<file path="src/rtl/ttt_pkg.sv">
// Shared encodings and win-line table for the tic-tac-toe controller.
package ttt_pkg;

    typedef enum logic [1:0] {
        EMPTY  = 2'b00,
        MARK_X = 2'b01,
        MARK_O = 2'b10
    } cell_t;

    typedef enum logic [1:0] {
        ST_PLAY  = 2'b00,
        ST_CHECK = 2'b01,
        ST_WIN   = 2'b10,
        ST_DRAW  = 2'b11
    } game_state_t;

    localparam logic [3:0] KEY_NEW      = 4'd10;
    localparam logic [3:0] KEY_CELL_MIN = 4'd1;
    localparam logic [3:0] KEY_CELL_MAX = 4'd9;

    // Bit c of a mask is cell c (row-major, cell 0 top-left).
    localparam logic [7:0][8:0] WIN_LINES = {
        9'b000_000_111, 9'b000_111_000, 9'b111_000_000,
        9'b001_001_001, 9'b010_010_010, 9'b100_100_100,
        9'b100_010_001, 9'b001_010_100
    };

    function automatic logic [8:0] complete_lines(input logic [8:0] own);
        logic [8:0] acc;
        acc = '0;
        for (int l = 0; l < 8; l++)
            if ((own & WIN_LINES[l]) == WIN_LINES[l])
                acc = acc | WIN_LINES[l];
        return acc;
    endfunction

endpackage

</file>
<file path="src/rtl/ttt_key_event.sv">
// Synchronizes the scanner flags and turns each physical key press into one event,
// using a release lockout longer than a full scan so row cycling cannot retrigger.
module ttt_key_event #(
    parameter int SYNC_STAGES    = 2,
    parameter int RELEASE_CYCLES = 25000000,
    parameter int CW             = 25
) (
    input  logic       i_clk,
    input  logic       i_rst,
    input  logic       i_key_ready_n,
    input  logic [3:0] i_key_code,
    output logic       o_evt,
    output logic [3:0] o_evt_key
);

    localparam logic [CW-1:0] REL = CW'(RELEASE_CYCLES);

    logic [SYNC_STAGES-1:0]      r_rdy_sync;
    logic [SYNC_STAGES-1:0][3:0] r_key_sync;
    logic                        r_rdy_prev;
    logic [CW-1:0]               r_cnt;
    logic                        w_rdy;
    logic                        w_armed;

    assign w_rdy     = r_rdy_sync[SYNC_STAGES-1];
    assign w_armed   = (r_cnt == REL);
    assign o_evt     = !w_rdy && r_rdy_prev && w_armed;
    assign o_evt_key = r_key_sync[SYNC_STAGES-1];

    always_ff @(posedge i_clk) begin
        if (i_rst) begin
            r_rdy_sync <= '1;
            r_key_sync <= '0;
            r_rdy_prev <= 1'b1;
            r_cnt      <= REL;
        end else begin
            r_rdy_sync[0] <= i_key_ready_n;
            r_key_sync[0] <= i_key_code;
            for (int s = 1; s < SYNC_STAGES; s++) begin
                r_rdy_sync[s] <= r_rdy_sync[s-1];
                r_key_sync[s] <= r_key_sync[s-1];
            end
            r_rdy_prev <= w_rdy;
            // Disarmed: count consecutive released cycles, saturating at REL.
            if (o_evt)
                r_cnt <= '0;
            else if (!w_armed)
                r_cnt <= w_rdy ? r_cnt + 1'b1 : '0;
        end
    end

endmodule

</file>
<file path="src/rtl/ttt_game_ctrl.sv">
// Tic-tac-toe controller: holds the board, alternates players, and resolves
// win/draw one cycle after each accepted move.
module ttt_game_ctrl
    import ttt_pkg::*;
#(
    parameter int SYNC_STAGES    = 2,
    parameter int RELEASE_CYCLES = 25000000,
    parameter int CW             = 25
) (
    input  logic        i_clk,
    input  logic        i_rst,
    input  logic        i_key_ready_n,
    input  logic [3:0]  i_key_code,
    output logic [17:0] o_board,
    output logic        o_turn,
    output logic [1:0]  o_game_state,
    output logic [1:0]  o_winner,
    output logic [8:0]  o_win_line,
    output logic        o_move_pulse,
    output logic        o_illegal_pulse
);

    logic        w_evt;
    logic [3:0]  w_evt_key;

    game_state_t r_state, w_state_nxt;
    logic [17:0] r_board, w_board_nxt;
    logic        r_turn, w_turn_nxt;
    logic [1:0]  r_winner, w_winner_nxt;
    logic [8:0]  r_win_line, w_line_nxt;
    logic [3:0]  r_move_cnt, w_cnt_nxt;
    logic        r_move_pulse, w_move_nxt;
    logic        r_illegal_pulse, w_illegal_nxt;

    cell_t       w_mark;
    logic        w_is_cell;
    logic [8:0]  w_sel;
    logic [8:0]  w_occ;
    logic [8:0]  w_own;
    logic [8:0]  w_hits;

    ttt_key_event #(
        .SYNC_STAGES    (SYNC_STAGES),
        .RELEASE_CYCLES (RELEASE_CYCLES),
        .CW             (CW)
    ) u_key_event (
        .i_clk         (i_clk),
        .i_rst         (i_rst),
        .i_key_ready_n (i_key_ready_n),
        .i_key_code    (i_key_code),
        .o_evt         (w_evt),
        .o_evt_key     (w_evt_key)
    );

    assign w_mark    = r_turn ? MARK_O : MARK_X;
    assign w_is_cell = (w_evt_key >= KEY_CELL_MIN) && (w_evt_key <= KEY_CELL_MAX);

    always_comb begin
        w_sel = '0;
        w_occ = '0;
        w_own = '0;
        for (int c = 0; c < 9; c++) begin
            w_sel[c] = (w_evt_key == 4'(c) + KEY_CELL_MIN);
            w_occ[c] = (r_board[2*c +: 2] != EMPTY);
            w_own[c] = (r_board[2*c +: 2] == w_mark);
        end
    end

    // The mover's mark is still r_turn during CHECK, so only its lines matter.
    assign w_hits = complete_lines(w_own);

    always_comb begin
        w_state_nxt   = r_state;
        w_board_nxt   = r_board;
        w_turn_nxt    = r_turn;
        w_winner_nxt  = r_winner;
        w_line_nxt    = r_win_line;
        w_cnt_nxt     = r_move_cnt;
        w_move_nxt    = 1'b0;
        w_illegal_nxt = 1'b0;
        case (r_state)
            ST_PLAY: begin
                if (w_evt && w_evt_key == KEY_NEW) begin
                    w_board_nxt = '0;
                    w_turn_nxt  = 1'b0;
                    w_cnt_nxt   = '0;
                end else if (w_evt && w_is_cell) begin
                    if (|(w_sel & w_occ)) begin
                        w_illegal_nxt = 1'b1;
                    end else begin
                        for (int c = 0; c < 9; c++)
                            if (w_sel[c])
                                w_board_nxt[2*c +: 2] = w_mark;
                        w_move_nxt  = 1'b1;
                        w_cnt_nxt   = r_move_cnt + 4'd1;
                        w_state_nxt = ST_CHECK;
                    end
                end
            end
            ST_CHECK: begin
                if (|w_hits) begin
                    w_state_nxt  = ST_WIN;
                    w_winner_nxt = w_mark;
                    w_line_nxt   = w_hits;
                end else if (r_move_cnt == 4'd9) begin
                    w_state_nxt = ST_DRAW;
                end else begin
                    w_turn_nxt  = ~r_turn;
                    w_state_nxt = ST_PLAY;
                end
            end
            ST_WIN, ST_DRAW: begin
                if (w_evt && w_evt_key == KEY_NEW) begin
                    w_board_nxt  = '0;
                    w_turn_nxt   = 1'b0;
                    w_winner_nxt = '0;
                    w_line_nxt   = '0;
                    w_cnt_nxt    = '0;
                    w_state_nxt  = ST_PLAY;
                end
            end
        endcase
    end

    always_ff @(posedge i_clk) begin
        if (i_rst) begin
            r_state         <= ST_PLAY;
            r_board         <= '0;
            r_turn          <= 1'b0;
            r_winner        <= '0;
            r_win_line      <= '0;
            r_move_cnt      <= '0;
            r_move_pulse    <= 1'b0;
            r_illegal_pulse <= 1'b0;
        end else begin
            r_state         <= w_state_nxt;
            r_board         <= w_board_nxt;
            r_turn          <= w_turn_nxt;
            r_winner        <= w_winner_nxt;
            r_win_line      <= w_line_nxt;
            r_move_cnt      <= w_cnt_nxt;
            r_move_pulse    <= w_move_nxt;
            r_illegal_pulse <= w_illegal_nxt;
        end
    end

    assign o_board         = r_board;
    assign o_turn          = r_turn;
    assign o_game_state    = r_state;
    assign o_winner        = r_winner;
    assign o_win_line      = r_win_line;
    assign o_move_pulse    = r_move_pulse;
    assign o_illegal_pulse = r_illegal_pulse;

endmodule

</file>
<file path="config.mk">
export PLATFORM = sky130hd
export DESIGN_NAME = ttt_game_ctrl
export DESIGN_NICKNAME = d
export VERILOG_FILES = /design/src/rtl/ttt_pkg.sv /design/src/rtl/ttt_key_event.sv /design/src/rtl/ttt_game_ctrl.sv
export SDC_FILE = /design/constraint.sdc
export NUM_CORES = 1
export LEC_CHECK = 0
export BUFFER_PORTS_ARGS = -buffer_cell sky130_fd_sc_hd__buf_2
export CORE_MARGIN = 3
export CORE_UTILIZATION = 35
export DETAILED_ROUTE_END_ITERATION = 8
export GPL_TIMING_DRIVEN = 0
export PLACE_DENSITY = 0.53
export SYNTH_ARGS = -nofsm -noshare
export SYNTH_HDL_FRONTEND = slang
export SYNTH_HIERARCHICAL = 1
export SYNTH_SLANG_ARGS = --single-unit
</file>
<file path="constraint.sdc">
create_clock -name i_clk -period 3.5 [get_ports i_clk]
set_input_delay 0.525 -clock i_clk [delete_from_list [all_inputs] [get_ports i_clk]]
set_output_delay 0.525 -clock i_clk [all_outputs]
set_load 0.03 [all_outputs]
</file>
==> run_summary.xml, run 1 <==
<?xml version="1.0" encoding="UTF-8"?>
<metrics>
  <group name="status">
    <metric name="outcome" unit="">completed</metric>
  </group>
  <group name="clock_tree">
    <metric name="cts_made_buffers" unit="">9</metric>
    <metric name="worst_skew_pair.late_latency" unit="ns">0.36</metric>
    <metric name="clock_tree.buffer_depth" unit="">2</metric>
    <metric name="cts_root_buffer" unit="">sky130_fd_sc_hd__clkbuf_8</metric>
    <metric name="tritoncts_num_sinks" unit="">74</metric>
    <metric name="clock_tree.htree_level_count" unit="">3</metric>
    <metric name="cts_tree" unit="">done</metric>
    <metric name="clock_transition_at_the_registers_of_the_reported_paths" unit="ns">0.09</metric>
    <metric name="postCtsSetupRepairBufs" unit="">0</metric>
  </group>
  <group name="power">
    <metric name="vdd_drop_max" unit="V">0.000212</metric>
    <metric name="total_leakage_power" unit="µW">0.00168</metric>
    <metric name="pwr_density_cell" unit="mW/mm²">379</metric>
    <metric name="tot_pwr" unit="µW">1710</metric>
  </group>
  <group name="layout">
    <metric name="layout.cells.most_common_list" unit="">sky130_fd_sc_hd__dfxtp_1, sky130_fd_sc_hd__buf_2, sky130_fd_sc_hd__nand2_1</metric>
    <metric name="post_route_cells_drive_above_1_share" unit="">0.191</metric>
    <metric name="fillers" unit="">1140</metric>
    <metric name="layout.nets" unit="">514</metric>
    <metric name="layout-area-overhead-vs-synth" unit="%">14.8</metric>
    <metric name="antenna-diode-count" unit="">0</metric>
    <metric name="mostFrequentLayoutCell" unit="">sky130_fd_sc_hd__dfxtp_1</metric>
  </group>
  <group name="drt">
    <metric name="drt_pass1_iterations" unit="">5</metric>
    <metric name="detail_route.iter0.violations" unit="">259</metric>
    <metric name="dr_wl_met3" unit="µm">484</metric>
    <metric name="finalWirelength" unit="mm">10.7</metric>
    <metric name="drcViolationCount" unit="">0</metric>
    <metric name="dr_total_vias" unit="">3649</metric>
    <metric name="max_used_layer" unit="">met4</metric>
    <metric name="postRouteAntennaNets" unit="">0</metric>
    <metric name="avgViaCountPerCell" unit="">5.63</metric>
    <metric name="wl_met2" unit="mm">4.78</metric>
    <metric name="wl_per_cell" unit="µm">16.6</metric>
    <metric name="met1Wirelength" unit="mm">5.35</metric>
  </group>
  <group name="critical_path">
    <metric name="slowest_delay" unit="ns">0.61</metric>
    <metric name="criticalPathCategory" unit="">reg2reg</metric>
    <metric name="regToRegStartpoint" unit="">u_key_event/r_cnt[3]</metric>
    <metric name="worstSetupStartpointType" unit="">flip-flop</metric>
    <metric name="arrival" unit="ns">3.40</metric>
    <metric name="critical_path_buf_inv_count" unit="">0</metric>
    <metric name="worstSetupEndpointType" unit="">flip-flop</metric>
    <metric name="worstSetupStartpoint" unit="">u_key_event/r_cnt[3]</metric>
    <metric name="timing.critical_path.max_delay_family" unit="">simple AND/OR/NAND/NOR gates</metric>
    <metric name="worst-endpoint-required" unit="ns">3.78</metric>
    <metric name="critical_path_peak_fanout" unit="">9</metric>
    <metric name="critPathSlowestCell" unit="">sky130_fd_sc_hd__or4b_1</metric>
    <metric name="critical_path.cell_chain" unit="">or4b_1 -&gt; nor4_1 -&gt; nand3b_1 -&gt; nor3b_4 -&gt; a31oi_4 -&gt; or4_1 -&gt; o31ai_2</metric>
  </group>
  <group name="min_path">
    <metric name="holdCritPathClass" unit="">in2reg</metric>
    <metric name="start_point_of_the_worst_min_delay_path" unit="">i_key_ready_n</metric>
  </group>
  <group name="global_routing">
    <metric name="grt_antenna_before_repair" unit="">0</metric>
    <metric name="grt.total_usage" unit="">0.174</metric>
    <metric name="globalRoute.totalOverflow" unit="">0</metric>
    <metric name="grt_first_pass_wirelength" unit="mm">17.7</metric>
    <metric name="first_global_vias" unit="">3393</metric>
    <metric name="grt_max_degree" unit="">15</metric>
  </group>
  <group name="yosys">
    <metric name="number_of_flops_mapped_to_enable_cells_by_yosys" unit="">0</metric>
    <metric name="post_synth.cell_area_avg" unit="µm²">8.68</metric>
    <metric name="synth_sequential_area_ratio" unit="">0.378</metric>
    <metric name="netlist_top_cells_area" unit="">sky130_fd_sc_hd__dfxtp_1, sky130_fd_sc_hd__a21oi_1, sky130_fd_sc_hd__nand2_1</metric>
    <metric name="ys_dominant_reg_cell" unit="">sky130_fd_sc_hd__dfxtp_1</metric>
    <metric name="syn-instance-count" unit="">452</metric>
    <metric name="ys_async_sr_fraction" unit="">0</metric>
    <metric name="synth_cell_types" unit="">64</metric>
    <metric name="ys_warn_count" unit="">6</metric>
    <metric name="number_of_storage_elements_in_the_synthesis_netlist" unit="">74</metric>
    <metric name="synth_fp_nets" unit="">463</metric>
    <metric name="synth.largest_area_cell" unit="">sky130_fd_sc_hd__dfxtp_1</metric>
    <metric name="yosysTopAreaCellShare" unit="">0.378</metric>
    <metric name="mappedNetlistArea" unit="mm²">0.00392</metric>
  </group>
  <group name="timing">
    <metric name="setup_viol" unit="">0</metric>
    <metric name="worst_clock_skew" unit="ns">0.0125</metric>
    <metric name="final_min_period_over_clock_period" unit="">0.893</metric>
    <metric name="unrepaired_setup_endpoints_after_global_routing" unit="">no</metric>
    <metric name="hold_viol_final" unit="">0</metric>
    <metric name="timing.final.max_slew_violations" unit="">0</metric>
    <metric name="fin_setup_tns" unit="ns">0</metric>
    <metric name="slew-limit-headroom" unit="">0.453</metric>
    <metric name="post-route-worst-setup-slack" unit="ns">0.374</metric>
    <metric name="final.min_clock_period" unit="ns">3.13</metric>
    <metric name="max_freq" unit="MHz">320</metric>
    <metric name="worst_pin_slew" unit="ns">0.821</metric>
  </group>
  <group name="flow_run">
    <metric name="max_cap_violations" unit="">0</metric>
  </group>
  <group name="die">
    <metric name="horizontal_extent_of_the_die" unit="µm">112</metric>
    <metric name="floorplan.rows" unit="">38</metric>
    <metric name="floorplan.initialDensity" unit="">0.360</metric>
    <metric name="placeableCoreArea" unit="mm²">0.0109</metric>
    <metric name="die_y" unit="µm">112</metric>
    <metric name="ioPinCount" unit="">41</metric>
    <metric name="fp.dieArea" unit="mm²">0.0125</metric>
  </group>
  <group name="place">
    <metric name="routabilityCongestion" unit="">0.826</metric>
    <metric name="dp_hpwl" unit="mm">7.97</metric>
    <metric name="placement.io_buffers" unit="">40</metric>
    <metric name="dp_worst_setup_slack" unit="ns">0.307</metric>
  </group>
</metrics>
[area by class of cell]
type | count | area, µm² | share of cell area
inverter | 8 | 30.0 | 0.00666
timing repair buffer | 40 | 200 | 0.0444
multi-input combinational | 346 | 2260 | 0.503
clock buffer | 9 | 124 | 0.0275
buffer | 24 | 154 | 0.0342
clock inverter | 7 | 76.3 | 0.0169
tap | 140 | 175 | 0.0389
sequential | 74 | 1480 | 0.329
[metal layers]
layer  vias to the layer above  global-route usage
li1                       1795                   -
met1                      1761               0.246
met2                        84               0.264
met3                         9              0.0462
met4                         0              0.0462
met5                         -                   0
[per-stage QoR]
| step | utilization | hold WS, ns | instance area (µm²) | instances |
|---|---|---|---|---|
| after floorplan | - | 0.389 | 3920 | 452 |
| after global placement | 0.395 | 0.396 | 4300 | 632 |
| after detailed placement | 0.395 | 0.392 | 4300 | 632 |
| after CTS | 0.413 | 0.317 | 4500 | 648 |
| after global routing | 0.414 | 0.316 | 4510 | 648 |
| final | 0.414 | 0.334 | 4510 | 648 |
[state kept, by name, summed over array words and instances (netlist names)]
name	count
u_key_event/r_rdy_sync	2
o_game_state	2
r_move_cnt	4
o_move_pulse	1
o_illegal_pulse	1
u_key_event/r_cnt	25
o_winner	2
o_win_line	9
u_key_event/o_evt_key	4
u_key_event/r_rdy_prev	1
o_turn	1
u_key_event/r_key_sync	4
o_board	18
[path summary, 6_finish.rpt]
path	cells after the start	slack, ns	endpoint
hold reg to reg	1	0.41	u_key_event/r_rdy_sync[1]
hold / removal	2	0.33	u_key_event/r_rdy_sync[0]
setup reg to reg	7	0.37	o_board[0]
setup / recovery	7	0.37	o_board[0]
[power by group]
part	switching, µW	internal (µW)	leakage, µW
logic	82.3	55.4	0.000987
registers	17.7	861	0.000601
clock network	357	334	0.0000962
[cells by family (layout without fill, tap and decap cells)]
kind of cell	count (synthesis)	after routing	share of synthesized area
compound gates	122	122	0.208
xor+xnor	11	11	0.0246
fa+ha+maj	4	4	0.0128
buf+inv	32	88	0.0469
flops	74	74	0.378
mux	7	7	0.0185
simple gates	202	202	0.312
[cells in the mapped netlist, types with 6 or more instances]
master	n
sky130_fd_sc_hd__or4_1	7
sky130_fd_sc_hd__nor2b_1	11
sky130_fd_sc_hd__o211ai_1	8
sky130_fd_sc_hd__nand3b_1	6
sky130_fd_sc_hd__o22ai_1	8
sky130_fd_sc_hd__nand4_1	8
sky130_fd_sc_hd__nor2_1	25
sky130_fd_sc_hd__and3_1	8
sky130_fd_sc_hd__nand2b_1	13
sky130_fd_sc_hd__or3_1	13
sky130_fd_sc_hd__clkbuf_1	11
sky130_fd_sc_hd__nand2_1	38
sky130_fd_sc_hd__nand3_1	17
sky130_fd_sc_hd__nor4_1	7
sky130_fd_sc_hd__inv_1	6
sky130_fd_sc_hd__buf_4	7
sky130_fd_sc_hd__a21oi_1	31
sky130_fd_sc_hd__o21ai_1	13
sky130_fd_sc_hd__xor2_1	9
sky130_fd_sc_hd__o21ai_0	20
sky130_fd_sc_hd__dfxtp_1	74
sky130_fd_sc_hd__nor3_1	9
[timing repair]
item                                   CTS  global route
hold buffers                             0             0
setup endpoints to repair                0             1
gates resized for setup                  0             1
endpoints found under the hold margin    0             0
[worst reg2reg max path: stages, from the launching register on]
cell and delay (ns):
sky130_fd_sc_hd__dfxtp_1 0.36, sky130_fd_sc_hd__or4b_1 0.61, sky130_fd_sc_hd__nor4_1 0.47, sky130_fd_sc_hd__nand3b_1 0.20
sky130_fd_sc_hd__nor3b_4 0.49, sky130_fd_sc_hd__a31oi_4 0.15, sky130_fd_sc_hd__or4_1 0.60, sky130_fd_sc_hd__o31ai_2 0.18
Power figures use the tool's default switching activity.
==> inputs of run 2 (changes only) <==
--- a/config.mk
+++ b/config.mk
@@ -8,10 +8,11 @@
 export BUFFER_PORTS_ARGS = -buffer_cell sky130_fd_sc_hd__buf_2
 export CORE_MARGIN = 3
 export CORE_UTILIZATION = 35
+export CTS_CLUSTER_DIAMETER = 120
 export DETAILED_ROUTE_END_ITERATION = 8
 export GPL_TIMING_DRIVEN = 0
 export PLACE_DENSITY = 0.53
+export SLEW_MARGIN = 10
 export SYNTH_ARGS = -nofsm -noshare
 export SYNTH_HDL_FRONTEND = slang
-export SYNTH_HIERARCHICAL = 1
 export SYNTH_SLANG_ARGS = --single-unit
==> run 2 against run 1 <==
Clock skew shrank 0.0069 ns; power grew 11%; critical path depth grew 1; highest routed layer unchanged.
==> run_summary.xml, run 2 <==
<?xml version="1.0" encoding="UTF-8"?>
<metrics>
  <group name="status">
    <metric name="outcome" unit="">completed</metric>
  </group>
  <group name="clock_tree">
    <metric name="cts_tree" unit="">done</metric>
    <metric name="clock_tree.buffer_depth" unit="">2</metric>
    <metric name="cts_root_buffer" unit="">sky130_fd_sc_hd__clkbuf_8</metric>
    <metric name="cts_repair_resize_count" unit="">0</metric>
    <metric name="tritoncts_num_sinks" unit="">74</metric>
    <metric name="worst_skew_pair.late_latency" unit="ns">0.34</metric>
    <metric name="cts_made_buffers" unit="">9</metric>
    <metric name="cts_hold_buffers" unit="">0</metric>
    <metric name="clock_tree.htree_level_count" unit="">3</metric>
    <metric name="clock_transition_at_the_registers_of_the_reported_paths" unit="ns">0.07</metric>
    <metric name="postCtsSetupRepairBufs" unit="">0</metric>
  </group>
  <group name="power">
    <metric name="pwr_density_cell" unit="mW/mm²">467</metric>
    <metric name="tot_pwr" unit="µW">1890</metric>
    <metric name="vdd_drop_max" unit="V">0.000187</metric>
    <metric name="total_leakage_power" unit="µW">0.00154</metric>
  </group>
  <group name="die">
    <metric name="floorplan.rows" unit="">35</metric>
    <metric name="placeableCoreArea" unit="mm²">0.00950</metric>
    <metric name="ioPinCount" unit="">41</metric>
    <metric name="die_y" unit="µm">106</metric>
    <metric name="fp.dieArea" unit="mm²">0.0113</metric>
    <metric name="horizontal_extent_of_the_die" unit="µm">106</metric>
    <metric name="floorplan.initialDensity" unit="">0.370</metric>
  </group>
  <group name="drt">
    <metric name="dr_total_vias" unit="">3008</metric>
    <metric name="finalWirelength" unit="mm">8.18</metric>
    <metric name="detail_route.iter0.violations" unit="">128</metric>
    <metric name="wl_per_cell" unit="µm">13.8</metric>
    <metric name="drt_pass1_iterations" unit="">4</metric>
    <metric name="drcViolationCount" unit="">0</metric>
    <metric name="avgViaCountPerCell" unit="">5.09</metric>
    <metric name="postRouteAntennaNets" unit="">0</metric>
  </group>
  <group name="yosys">
    <metric name="synth_cell_types" unit="">57</metric>
    <metric name="yosysTopAreaCellShare" unit="">0.421</metric>
    <metric name="synth_sequential_area_ratio" unit="">0.421</metric>
    <metric name="synth.largest_area_cell" unit="">sky130_fd_sc_hd__dfxtp_1</metric>
    <metric name="mappedNetlistArea" unit="mm²">0.00352</metric>
    <metric name="yosys.cell_count.top_type" unit="">sky130_fd_sc_hd__dfxtp_1</metric>
    <metric name="number_of_flops_mapped_to_enable_cells_by_yosys" unit="">0</metric>
    <metric name="number_of_storage_elements_in_the_synthesis_netlist" unit="">74</metric>
    <metric name="netlist_top_cells_area" unit="">sky130_fd_sc_hd__dfxtp_1, sky130_fd_sc_hd__o21ai_0, sky130_fd_sc_hd__nand2_1</metric>
    <metric name="ys_top_cells_by_count" unit="">sky130_fd_sc_hd__dfxtp_1, sky130_fd_sc_hd__nand2_1, sky130_fd_sc_hd__o21ai_0</metric>
    <metric name="synth_fp_nets" unit="">418</metric>
    <metric name="syn-instance-count" unit="">407</metric>
    <metric name="ys_dominant_reg_cell" unit="">sky130_fd_sc_hd__dfxtp_1</metric>
    <metric name="ys_warn_count" unit="">0</metric>
    <metric name="post_synth.cell_area_avg" unit="µm²">8.64</metric>
    <metric name="ys_async_sr_fraction" unit="">0</metric>
  </group>
  <group name="critical_path">
    <metric name="timing.reg2reg.setup_slack" unit="ns">1.08</metric>
    <metric name="worstSetupStartpointType" unit="">flip-flop</metric>
    <metric name="critical_path_peak_fanout" unit="">10</metric>
    <metric name="criticalPathCategory" unit="">reg2reg</metric>
    <metric name="worstSetupStartpoint" unit="">u_key_event.o_evt_key[2]</metric>
    <metric name="worstSetupEndpointType" unit="">flip-flop</metric>
    <metric name="arrival" unit="ns">2.68</metric>
    <metric name="worst-endpoint-required" unit="ns">3.76</metric>
    <metric name="regToRegStartpoint" unit="">u_key_event.o_evt_key[2]</metric>
  </group>
  <group name="timing">
    <metric name="slew-limit-headroom" unit="">0.519</metric>
    <metric name="setup_viol" unit="">0</metric>
    <metric name="unrepaired_setup_endpoints_after_global_routing" unit="">no</metric>
    <metric name="final.min_clock_period" unit="ns">2.42</metric>
    <metric name="worst_pin_slew" unit="ns">0.715</metric>
    <metric name="hold_viol_final" unit="">0</metric>
    <metric name="fin_setup_tns" unit="ns">0</metric>
    <metric name="final_min_period_over_clock_period" unit="">0.690</metric>
    <metric name="timing.final.max_slew_violations" unit="">0</metric>
    <metric name="worst_clock_skew" unit="ns">0.00565</metric>
    <metric name="max_freq" unit="MHz">414</metric>
  </group>
  <group name="layout">
    <metric name="layout-area-overhead-vs-synth" unit="%">14.8</metric>
    <metric name="layout.cells.most_common_list" unit="">sky130_fd_sc_hd__dfxtp_1, sky130_fd_sc_hd__nand2_1, sky130_fd_sc_hd__buf_2</metric>
    <metric name="post_layout_cell_count" unit="">591</metric>
    <metric name="largest_register_ffs" unit="">25</metric>
    <metric name="post_route_cells_drive_above_1_share" unit="">0.195</metric>
    <metric name="fillers" unit="">1000</metric>
    <metric name="mostFrequentLayoutCell" unit="">sky130_fd_sc_hd__dfxtp_1</metric>
    <metric name="layout.nets" unit="">468</metric>
    <metric name="max_flop_register" unit="">u_key_event.r_cnt</metric>
    <metric name="post_route_design_area" unit="mm²">0.00404</metric>
    <metric name="antenna-diode-count" unit="">0</metric>
  </group>
  <group name="min_path">
    <metric name="start_point_of_the_worst_min_delay_path" unit="">i_key_ready_n</metric>
    <metric name="holdCritPathClass" unit="">in2reg</metric>
  </group>
  <group name="global_routing">
    <metric name="grt_max_degree" unit="">12</metric>
    <metric name="globalRoute.totalOverflow" unit="">0</metric>
    <metric name="grt_first_pass_wirelength" unit="mm">13.4</metric>
    <metric name="first_global_vias" unit="">2732</metric>
    <metric name="grt.total_usage" unit="">0.147</metric>
    <metric name="grt_antenna_before_repair" unit="">0</metric>
  </group>
  <group name="place">
    <metric name="routabilityCongestion" unit="">0.853</metric>
    <metric name="placement.io_buffers" unit="">39</metric>
    <metric name="dp_hpwl" unit="mm">6.19</metric>
    <metric name="placement.cell_area" unit="mm²">0.00387</metric>
    <metric name="placedCellCount" unit="">575</metric>
  </group>
  <group name="flow_run">
    <metric name="max_cap_violations" unit="">0</metric>
  </group>
</metrics>
[run 2: cell count changes after synthesis, sizes merged, moves of 8 or more]
cell,before,now
or3,13,3
nand2,38,55
nor2,25,37
o211ai,8,0
o21ai,34,42
a21oi,31,11
[run 2: through the flow]
step	hold WS, ns	setup WS [ns]	utilization
2_1_floorplan	0.389	1.23	-
3_3_place_gp	0.393	1.10	0.408
3_5_place_dp	0.398	1.10	0.408
4_1_cts	0.342	1.06	0.425
5_1_grt	0.359	0.792	0.425
6_report	0.365	1.08	0.425
[run 2: report_power, final]
part           total [µW]  internal, µW  switching [µW]
logic                 340           147             193
clock network         567           274             293
registers             979           911            68.2
[run 2: per-layer routing]
metal	vias up	share of wire	routed length [µm]	track usage
met4	0	0.012	99	0.0527
met2	67	0.43	3550	0.220
met3	8	0.037	304	0.0310
li1	1549	-	-	-
met1	1384	0.52	4220	0.208
met5	-	0	0	0
[run 2: path summary, 6_finish.rpt]
check | to | depth (start not counted)
min reg2reg | u_key_event.r_rdy_sync[1] | 1
max reg2reg | o_board[4] | 8
min | u_key_event.r_rdy_sync[0] | 2
max | o_board[4] | 8
[run 2: cell type report]
class	instances	area (µm²)	share of cell area
multi-input cells	309	1900	0.471
clock buffers	13	149	0.0369
inverters	7	26.3	0.00651
plain buffers	17	108	0.0267
flip-flops and latches	74	1480	0.367
well taps	129	161	0.0400
repair buffers	39	195	0.0484
clock inverters	3	15.0	0.00372
[run 2: kinds of logic after synthesis]
group,count (synthesis),synth area share
buffers and inverters,24,0.0381
multiplexers,2,0.00569
adder cells (fa/ha/maj),4,0.0142
flip-flops,74,0.421
XOR/XNOR,22,0.0548
AND/OR/NAND/NOR,195,0.308
AO/OA/AOI/OAI,86,0.158
[run 2: critical path, cell delays in order, from the launching register on]
cell and delay, ns:
sky130_fd_sc_hd__dfxtp_1 0.33, sky130_fd_sc_hd__buf_2 0.19, sky130_fd_sc_hd__or4bb_1 0.20, sky130_fd_sc_hd__o22ai_1 0.11, sky130_fd_sc_hd__nor4b_1 0.60, sky130_fd_sc_hd__nand3_1 0.18, sky130_fd_sc_hd__or3_1 0.33, sky130_fd_sc_hd__clkbuf_1 0.21
sky130_fd_sc_hd__o21ai_0 0.19
